## src/rtl/mem_resp_stage.sv

```systemverilog
// Memory-response pipeline stage: waits for in-order data_sram responses, buffers
// early data, and discards responses that belong to flushed requests.
module mem_resp_stage #(
  parameter int EXC_W = 6,
  parameter int DEPTH = 2
) (
  input  logic               clk,
  input  logic               resetn,
  input  logic               ws_allowin,
  output logic               ms_allowin,
  input  logic               es_to_ms_valid,
  input  logic [75+EXC_W:0]  es_to_ms_bus,
  output logic               ms_to_ws_valid,
  output logic [69+EXC_W:0]  ms_to_ws_bus,
  input  logic               data_sram_data_ok,
  input  logic [31:0]        data_sram_rdata,
  input  logic               flush,
  input  logic               es_req_cancel,
  output logic [38:0]        ms_fwd_bus,
  output logic [2:0]         ms_cancel_cnt,
  output logic               ms_cancel_full
);

  localparam logic [3:0] DEPTH_W = 4'(DEPTH);

  logic              r_ms_valid;
  logic [75+EXC_W:0] r_bus;
  logic              r_rbuf_valid;
  logic [31:0]       r_rbuf_data;
  logic [2:0]        r_cancel_cnt;

  logic [31:0]       w_pc;
  logic [31:0]       w_alu;
  logic [4:0]        w_dest;
  logic              w_gr_we;
  logic [4:0]        w_load_op;
  logic              w_req_issued;
  logic [EXC_W-1:0]  w_exc;

  logic              w_cnt_zero;
  logic              w_have_data;
  logic              w_ready_go;
  logic              w_leave;
  logic              w_discard;
  logic              w_rbuf_load;
  logic              w_ms_wait;
  logic [3:0]        w_cnt_sum;
  logic [2:0]        w_cnt_next;
  logic [31:0]       w_ld_src;
  logic [7:0]        w_byte;
  logic [15:0]       w_half;
  logic [31:0]       w_load_val;
  logic [31:0]       w_final;

  assign w_pc         = r_bus[31:0];
  assign w_alu        = r_bus[63:32];
  assign w_dest       = r_bus[68:64];
  assign w_gr_we      = r_bus[69];
  assign w_load_op    = r_bus[74:70];
  assign w_req_issued = r_bus[75];
  assign w_exc        = r_bus[75+EXC_W:76];

  // A response only belongs to the MS instruction once all discards are drained.
  assign w_cnt_zero  = (r_cancel_cnt == 3'd0);
  assign w_discard   = data_sram_data_ok & ~w_cnt_zero;
  assign w_have_data = r_rbuf_valid | (data_sram_data_ok & w_cnt_zero);
  assign w_ready_go  = ~w_req_issued | w_have_data;

  assign ms_allowin     = ~r_ms_valid | (w_ready_go & ws_allowin);
  assign ms_to_ws_valid = r_ms_valid & w_ready_go & ~flush;
  assign w_leave        = ms_to_ws_valid & ws_allowin;
  assign w_ms_wait      = r_ms_valid & w_req_issued & ~w_have_data;
  assign w_rbuf_load    = data_sram_data_ok & w_cnt_zero & r_ms_valid & w_req_issued &
                          ~r_rbuf_valid & ~ws_allowin;

  // NOTE: every combinational output gets a default first so no path leaves it unassigned (no latch).
  always_comb begin
    w_cnt_sum  = {1'b0, r_cancel_cnt} + 4'(w_ms_wait) + 4'(es_req_cancel) - 4'(w_discard);
    w_cnt_next = r_cancel_cnt;
    if (flush) begin
      w_cnt_next = (w_cnt_sum > DEPTH_W) ? DEPTH_W[2:0] : w_cnt_sum[2:0];
    end else if (w_discard) begin
      w_cnt_next = r_cancel_cnt - 3'd1;
    end
  end

  assign w_ld_src = r_rbuf_valid ? r_rbuf_data : data_sram_rdata;
  assign w_byte   = w_ld_src[{w_alu[1:0], 3'b000} +: 8];
  assign w_half   = w_ld_src[{w_alu[1], 4'b0000} +: 16];

  always_comb begin
    w_load_val = w_ld_src;
    if (w_load_op[4])      w_load_val = {{24{w_byte[7]}}, w_byte};
    else if (w_load_op[3]) w_load_val = {{16{w_half[15]}}, w_half};
    else if (w_load_op[1]) w_load_val = {24'd0, w_byte};
    else if (w_load_op[0]) w_load_val = {16'd0, w_half};
  end

  assign w_final = ((|w_exc) || (w_load_op == 5'd0)) ? w_alu : w_load_val;

  // NOTE: sequential state uses non-blocking assignments so all flops update from pre-edge values.
  always_ff @(posedge clk or negedge resetn) begin
    if (!resetn) begin
      r_ms_valid   <= 1'b0;
      r_rbuf_valid <= 1'b0;
      r_cancel_cnt <= 3'd0;
    end else begin
      if (flush)           r_ms_valid <= 1'b0;
      else if (ms_allowin) r_ms_valid <= es_to_ms_valid;

      if (flush)            r_rbuf_valid <= 1'b0;
      else if (w_leave)     r_rbuf_valid <= 1'b0;
      else if (w_rbuf_load) r_rbuf_valid <= 1'b1;

      r_cancel_cnt <= w_cnt_next;
    end
  end

  // NOTE: payload registers are not reset; they are only observed under their valid bits.
  always_ff @(posedge clk) begin
    if (es_to_ms_valid && ms_allowin) r_bus <= es_to_ms_bus;
    if (w_rbuf_load) r_rbuf_data <= data_sram_rdata;
  end

  assign ms_to_ws_bus   = {w_exc, w_gr_we, w_dest, w_final, w_pc};
  assign ms_fwd_bus     = {r_ms_valid & w_gr_we,
                           r_ms_valid & w_gr_we & (|w_load_op) & ~w_have_data,
                           w_dest, w_final};
  assign ms_cancel_cnt  = r_cancel_cnt;
  assign ms_cancel_full = ({1'b0, r_cancel_cnt} == DEPTH_W);

endmodule

```

## config.mk

```make
export PLATFORM = sky130hd
export DESIGN_NAME = mem_resp_stage
export DESIGN_NICKNAME = d
export VERILOG_FILES = /design/src/rtl/mem_resp_stage.sv
export SDC_FILE = /design/constraint.sdc
export NUM_CORES = 1
export LEC_CHECK = 0
export CORE_ASPECT_RATIO = 1.1
export CORE_MARGIN = 4
export CORE_UTILIZATION = 45
export CTS_CLUSTER_SIZE = 14
export DETAILED_ROUTE_END_ITERATION = 8
export HOLD_SLACK_MARGIN = 0.05
export PLACE_DENSITY = 0.8
export SYNTH_ARGS = -nofsm -noshare
export SYNTH_HDL_FRONTEND = slang
export SYNTH_SLANG_ARGS = --single-unit
```

## constraint.sdc

```tcl
create_clock -name clk -period 4.9 [get_ports clk]
set_input_delay 0.98 -clock clk [delete_from_list [all_inputs] [get_ports clk]]
set_output_delay 0.98 -clock clk [all_outputs]
set_load 0.01 [all_outputs]
```

== Word level (Yosys, flattened, before mapping) ==
Cells that the tools add are included.
Cells by class
  shifts and indexed selects: 2
  magnitude comparators: 1
  mux-type cells: 14
  reductions and logical operators: 9
  $add $sub $neg: 4
  bitwise operators: 25
  equal/unequal tests: 1
Operators by type and width (number)
  32-bit 2-to-1 mux: 6
  32-bit by 6-bit indexed part select with 16-bit output: 1
  32-bit by 6-bit indexed part select with 8-bit output: 1
  1-bit bitwise AND: 15
  3-bit 2-to-1 mux: 3
  1-bit inverter: 7
  6-bit OR reduction: 1
  5-bit zero test: 1
  1-bit 2-to-1 mux: 5
  5-bit OR reduction: 1
  3-bit by 1-bit adder with 4-bit output: 1
  4-bit by 1-bit adder with 4-bit output: 1
  4-bit by 2-bit > comparator with 1-bit output, second input constant: 1
  2-bit nonzero test: 2
  4-bit by 1-bit subtractor with 4-bit output: 1
  3-bit by 2-bit equality test with 1-bit output, second input constant: 1
  3-bit zero test: 1
  1-bit bitwise OR: 3
  3-bit nonzero test: 1
  3-bit by 1-bit subtractor with 3-bit output, second input constant: 1
  1-bit logical AND: 1
  1-bit logical OR: 1
Storage, ports and cells
  input port bits: 121
  word-level logic and storage cells: 61
  bits in registers: 119
  output and inout port bits: 121

== Logic depth before layout (Yosys ltp) ==
  depth in word-level cells: 11
  gate-level depth with buffers: 13
  gate-level depth less buffers: 13

== Least setup slack after synthesis ==
Ideal clock, no wire load.
  path type: input port to flip-flop
  from: input port data_sram_data_ok
  to: register r_bus[0] (enable)
  setup time: 0.449 ns
  data arrival time: 3.603 ns
  stages on the path: 4
  buffers on the path: 0
  setup slack: 0.848 ns
  cell sequence: and3b_1 > nor3b_1 > o21ai_0 > and2_1
Between the ends
  word-level cells in the longest chain between the ends: 6
RTL lines
  start: declaration: RTL line 15  | input logic data_sram_data_ok,
  1-bit bitwise AND: RTL line 66  | assign w_have_data = r_rbuf_valid | (data_sram_data_ok & w_cnt_zero);
  1-bit bitwise OR: RTL line 66
  1-bit bitwise OR: RTL line 67  | assign w_ready_go = ~w_req_issued | w_have_data;
  1-bit bitwise AND: RTL line 69  | assign ms_allowin = ~r_ms_valid | (w_ready_go & ws_allowin);
  1-bit bitwise OR: RTL line 69
  net ms_allowin: RTL line 10  | output logic ms_allowin,
  1-bit logical AND: RTL line 121  | if (es_to_ms_valid && ms_allowin) r_bus <= es_to_ms_bus;
  end signal: assignment: RTL line 121
  end: declaration: RTL line 27  | logic [75+EXC_W:0] r_bus;
The timed path passes the listed nets, and every way through them passes these cells.
A chain may end at the register's enable or synchronous reset.

== Worst setup path in the final report ==
  from: register r_bus[79]
  to: output port ms_fwd_bus[4]
Between the ends
  word-level cells in the longest chain between the ends: 3
RTL lines
  6-bit OR reduction: RTL line 99  | assign w_final = ((|w_exc) || (w_load_op == 5'd0)) ? w_alu : w_load_val;
  1-bit logical OR: RTL line 99
  32-bit 2-to-1 mux: RTL line 99
  end: declaration: RTL line 19  | output logic [38:0] ms_fwd_bus,
No other way between the ends.

==> metrics <==
design area 8860 µm²; DRT Wirelength roughly 17000 µm; power share of the clock group 0.378; ANT cells 0; total power density per cell area about 340 nW/µm²; EDFF count, synth 114; min-delay worst type reg2reg; worst setup path start r_bus[79]; Critical Path, Cell by Cell or4_4 > a211o_1 > buf_12 > o311ai_1 > clkdlybuf4s50_1; Post CTS Setup Buffer Count 0; Final GP Congestion roughly 0.74; Slew @ Worst Pin around 0.95 ns; register bit total from synthesis 119; Root Buffer clkbuf_16; Synth area leader edfxtp_1; total negative setup slack 0 ns; Fmax roughly 230 MHz; die area 15900 µm²; CTS sink count ~120; most area-consuming cells after synthesis edfxtp_1, mux4_2, buf_4; final net count around 750; Synth top area share 0.545; Max Slew Vio Count 0; maximum vdd drop between 0.2 and 0.25 mV; Slowest cell on crit path clkdlybuf4s50_1; Avg Cell Area, Syn approximately 14 µm²; reg2reg start ms_cancel_cnt[1]; # IOs 242; Die H roughly 130 µm; most common library cells after synthesis edfxtp_1, buf_4, mux4_2; placed inst area between 8000 and 9000 µm²; site row count between 40 and 50; grt ovf 0; Core Region 13700 µm²; fin crit share 0.890; vias in the first global route 4757; hpwl dp 12700 µm; Comb power frac 0.211; WL per Instance approximately 21 µm; Arr. time, crit path 3.38 ns; initial antenna violation count 0; pin count of the biggest net entering global routing 39; Worst setup EP type output port; total number of vias between 4000 and 5000; clock slew at reported path FFs roughly 0.06 ns; post-synthesis sequential area ratio 0.565; Syn Nets 577; Pre-Repair DR Iteration Count 4; count leader, synth edfxtp_1; cts hold-fix bufs 0; Yosys warning count 0; Worst Path Buf+Inv 2; count of input and output buffers 241; worst skew pair latency between 0.4 and 0.5 ns; sw power ~760 µW; Final min period approximately 4.4 ns; internal cell power approximately 2.2 mW; H-tree depth 4; area of the mapped netlist between 6000 and 7000 µm²; vias per inst 5.32; max_cap viols 0; Starting Density 0.457; final setup violation count 0; critical path's largest stage delay between 0.6 and 0.7 ns; share of cells above drive strength 1 0.128; Static Leakage roughly 3.1 nW; Hold Crit Start r_ms_valid; WS Path Type reg2out; status finished, final reports clean; DRT iter0 DRCs 315; data required time of the worst path roughly 3.9 ns; Detail Route Antenna Nets 0; Horiz. Die Dim 121 µm; Cells after Synth 448; unrepaired setup endpoints after global routing false; TritonCTS buffer count 17; async set-reset flop share out of synthesis 0.0420; CP Launch Type register; sw frac 0.255; Max clock buf depth 2; global-route wire length before repair ~27000 µm; Slew HR 0.366; Main synth FF type edfxtp_1; Area growth syn-to-layout 41.0%; delay-heaviest family, CP compound AO/OA/AOI/OAI gates; gr usage total 0.220; post-cts sizing count 0; Cell variety after synth between 40 and 50; TritonCTS clock tree done; count of final hold-check violations 0; clock skew about 0.011 ns; DR DRC count 0; Critical Path Fanout Max 27; Flop pwr share 0.410
==> logic make-up (layout without fill, tap and decap cells) <==
logic type / after synthesis / in the layout / synth area share
AO/OA/AOI/OAI: 51 / 51 / 0.0570
XOR/XNOR: 2 / 2 / 0.00279
adder cells (fa/ha/maj): 8 / 8 / 0.0183
buffers and inverters: 115 / 298 / 0.123
flip-flops: 119 / 119 / 0.565
multiplexers: 59 / 59 / 0.158
AND/OR/NAND/NOR: 94 / 94 / 0.0757
==> per-stage QoR <==
stage	worst slack [ns]	power (mW)	hold slack (ns)	util	instances
floorplan	0.848	1.59	0.508	-	448
global placement	0.570	1.85	0.557	0.606	788
detailed placement	0.578	1.88	0.592	0.606	788
CTS	0.537	3.02	0.599	0.645	819
global route	0.419	3.12	0.642	0.645	819
finish	0.539	2.99	0.605	0.645	819
==> power groups by stage <==
stage	Sequential, mW	Clock, mW	Combinational (mW)
finish	1.23	1.13	0.632
global route	1.23	1.21	0.681
CTS	1.23	1.15	0.636
detailed placement	1.25	0	0.630
global placement	1.24	0	0.604
floorplan	1.24	0	0.355
==> layer usage <==
layer	global-route usage	routed length (µm)
met2	0.388	9240
met3	0.0781	1370
met1	0.248	6250
met5	0	0
met4	0.0686	248
==> final timing paths <==
check / end / slack [ns] / cells after the start
setup / recovery: ms_fwd_bus[4] / 0.54 / 5
hold reg to reg: r_rbuf_valid / 0.61 / 1
setup reg to reg: ms_cancel_cnt[1] / 1.88 / 13
min in group asynchronous: ms_cancel_cnt[0] / 0.79 / 1
hold / removal: r_rbuf_valid / 0.61 / 1
max in group asynchronous: r_rbuf_valid / 3.90 / 1
==> layout by cell type, fill, tap and decap left out, types with 2 or more instances in the layout <==
master,instances
a21oi_1,6
a221o_1,8
buf_4,11
clkbuf_16,17
clkdlybuf4s50_1,241
clkinv_1,3
clkinvlp_4,6
dfrtp_1,4
edfxtp_1,114
fa_1,2
ha_1,6
inv_1,13
mux2_1,2
mux2_4,2
mux2i_1,24
mux4_2,30
nand2_1,26
nand3_1,25
nor2_1,21
nor2b_1,4
nor3b_1,3
o21ai_0,13
o21ai_1,8
o311ai_1,6
or3_1,2
xnor2_1,2
==> final cells by class <==
type	count	area (µm²)
fill	1065	4880
clock buffer	18	429
sequential	119	3550
timing repair buffer	253	2510
tap	188	235
multi-input combinational	214	1970
inverter	14	52.6
clock inverter	13	109
==> registers in the layout (all words and copies together) (netlist names) <==
signal         cells
r_ms_valid         1
r_rbuf_valid       1
r_rbuf_data       32
ms_cancel_cnt      3
r_bus             82
==> worst register-to-register path, cell delays in order, from the launching register on <==
cell and delay (ns):
dfrtp_1 0.43, inv_1 0.20, ha_1 0.21, nand2b_1 0.09, nand2_1 0.17, inv_1 0.07
ha_1 0.29, fa_1 0.20, inv_1 0.06, fa_1 0.44, or3_1 0.33, o311a_1 0.13
a21oi_1 0.18, a2bb2oi_1 0.11
Note: power is estimated with default switching activity, not from simulation.
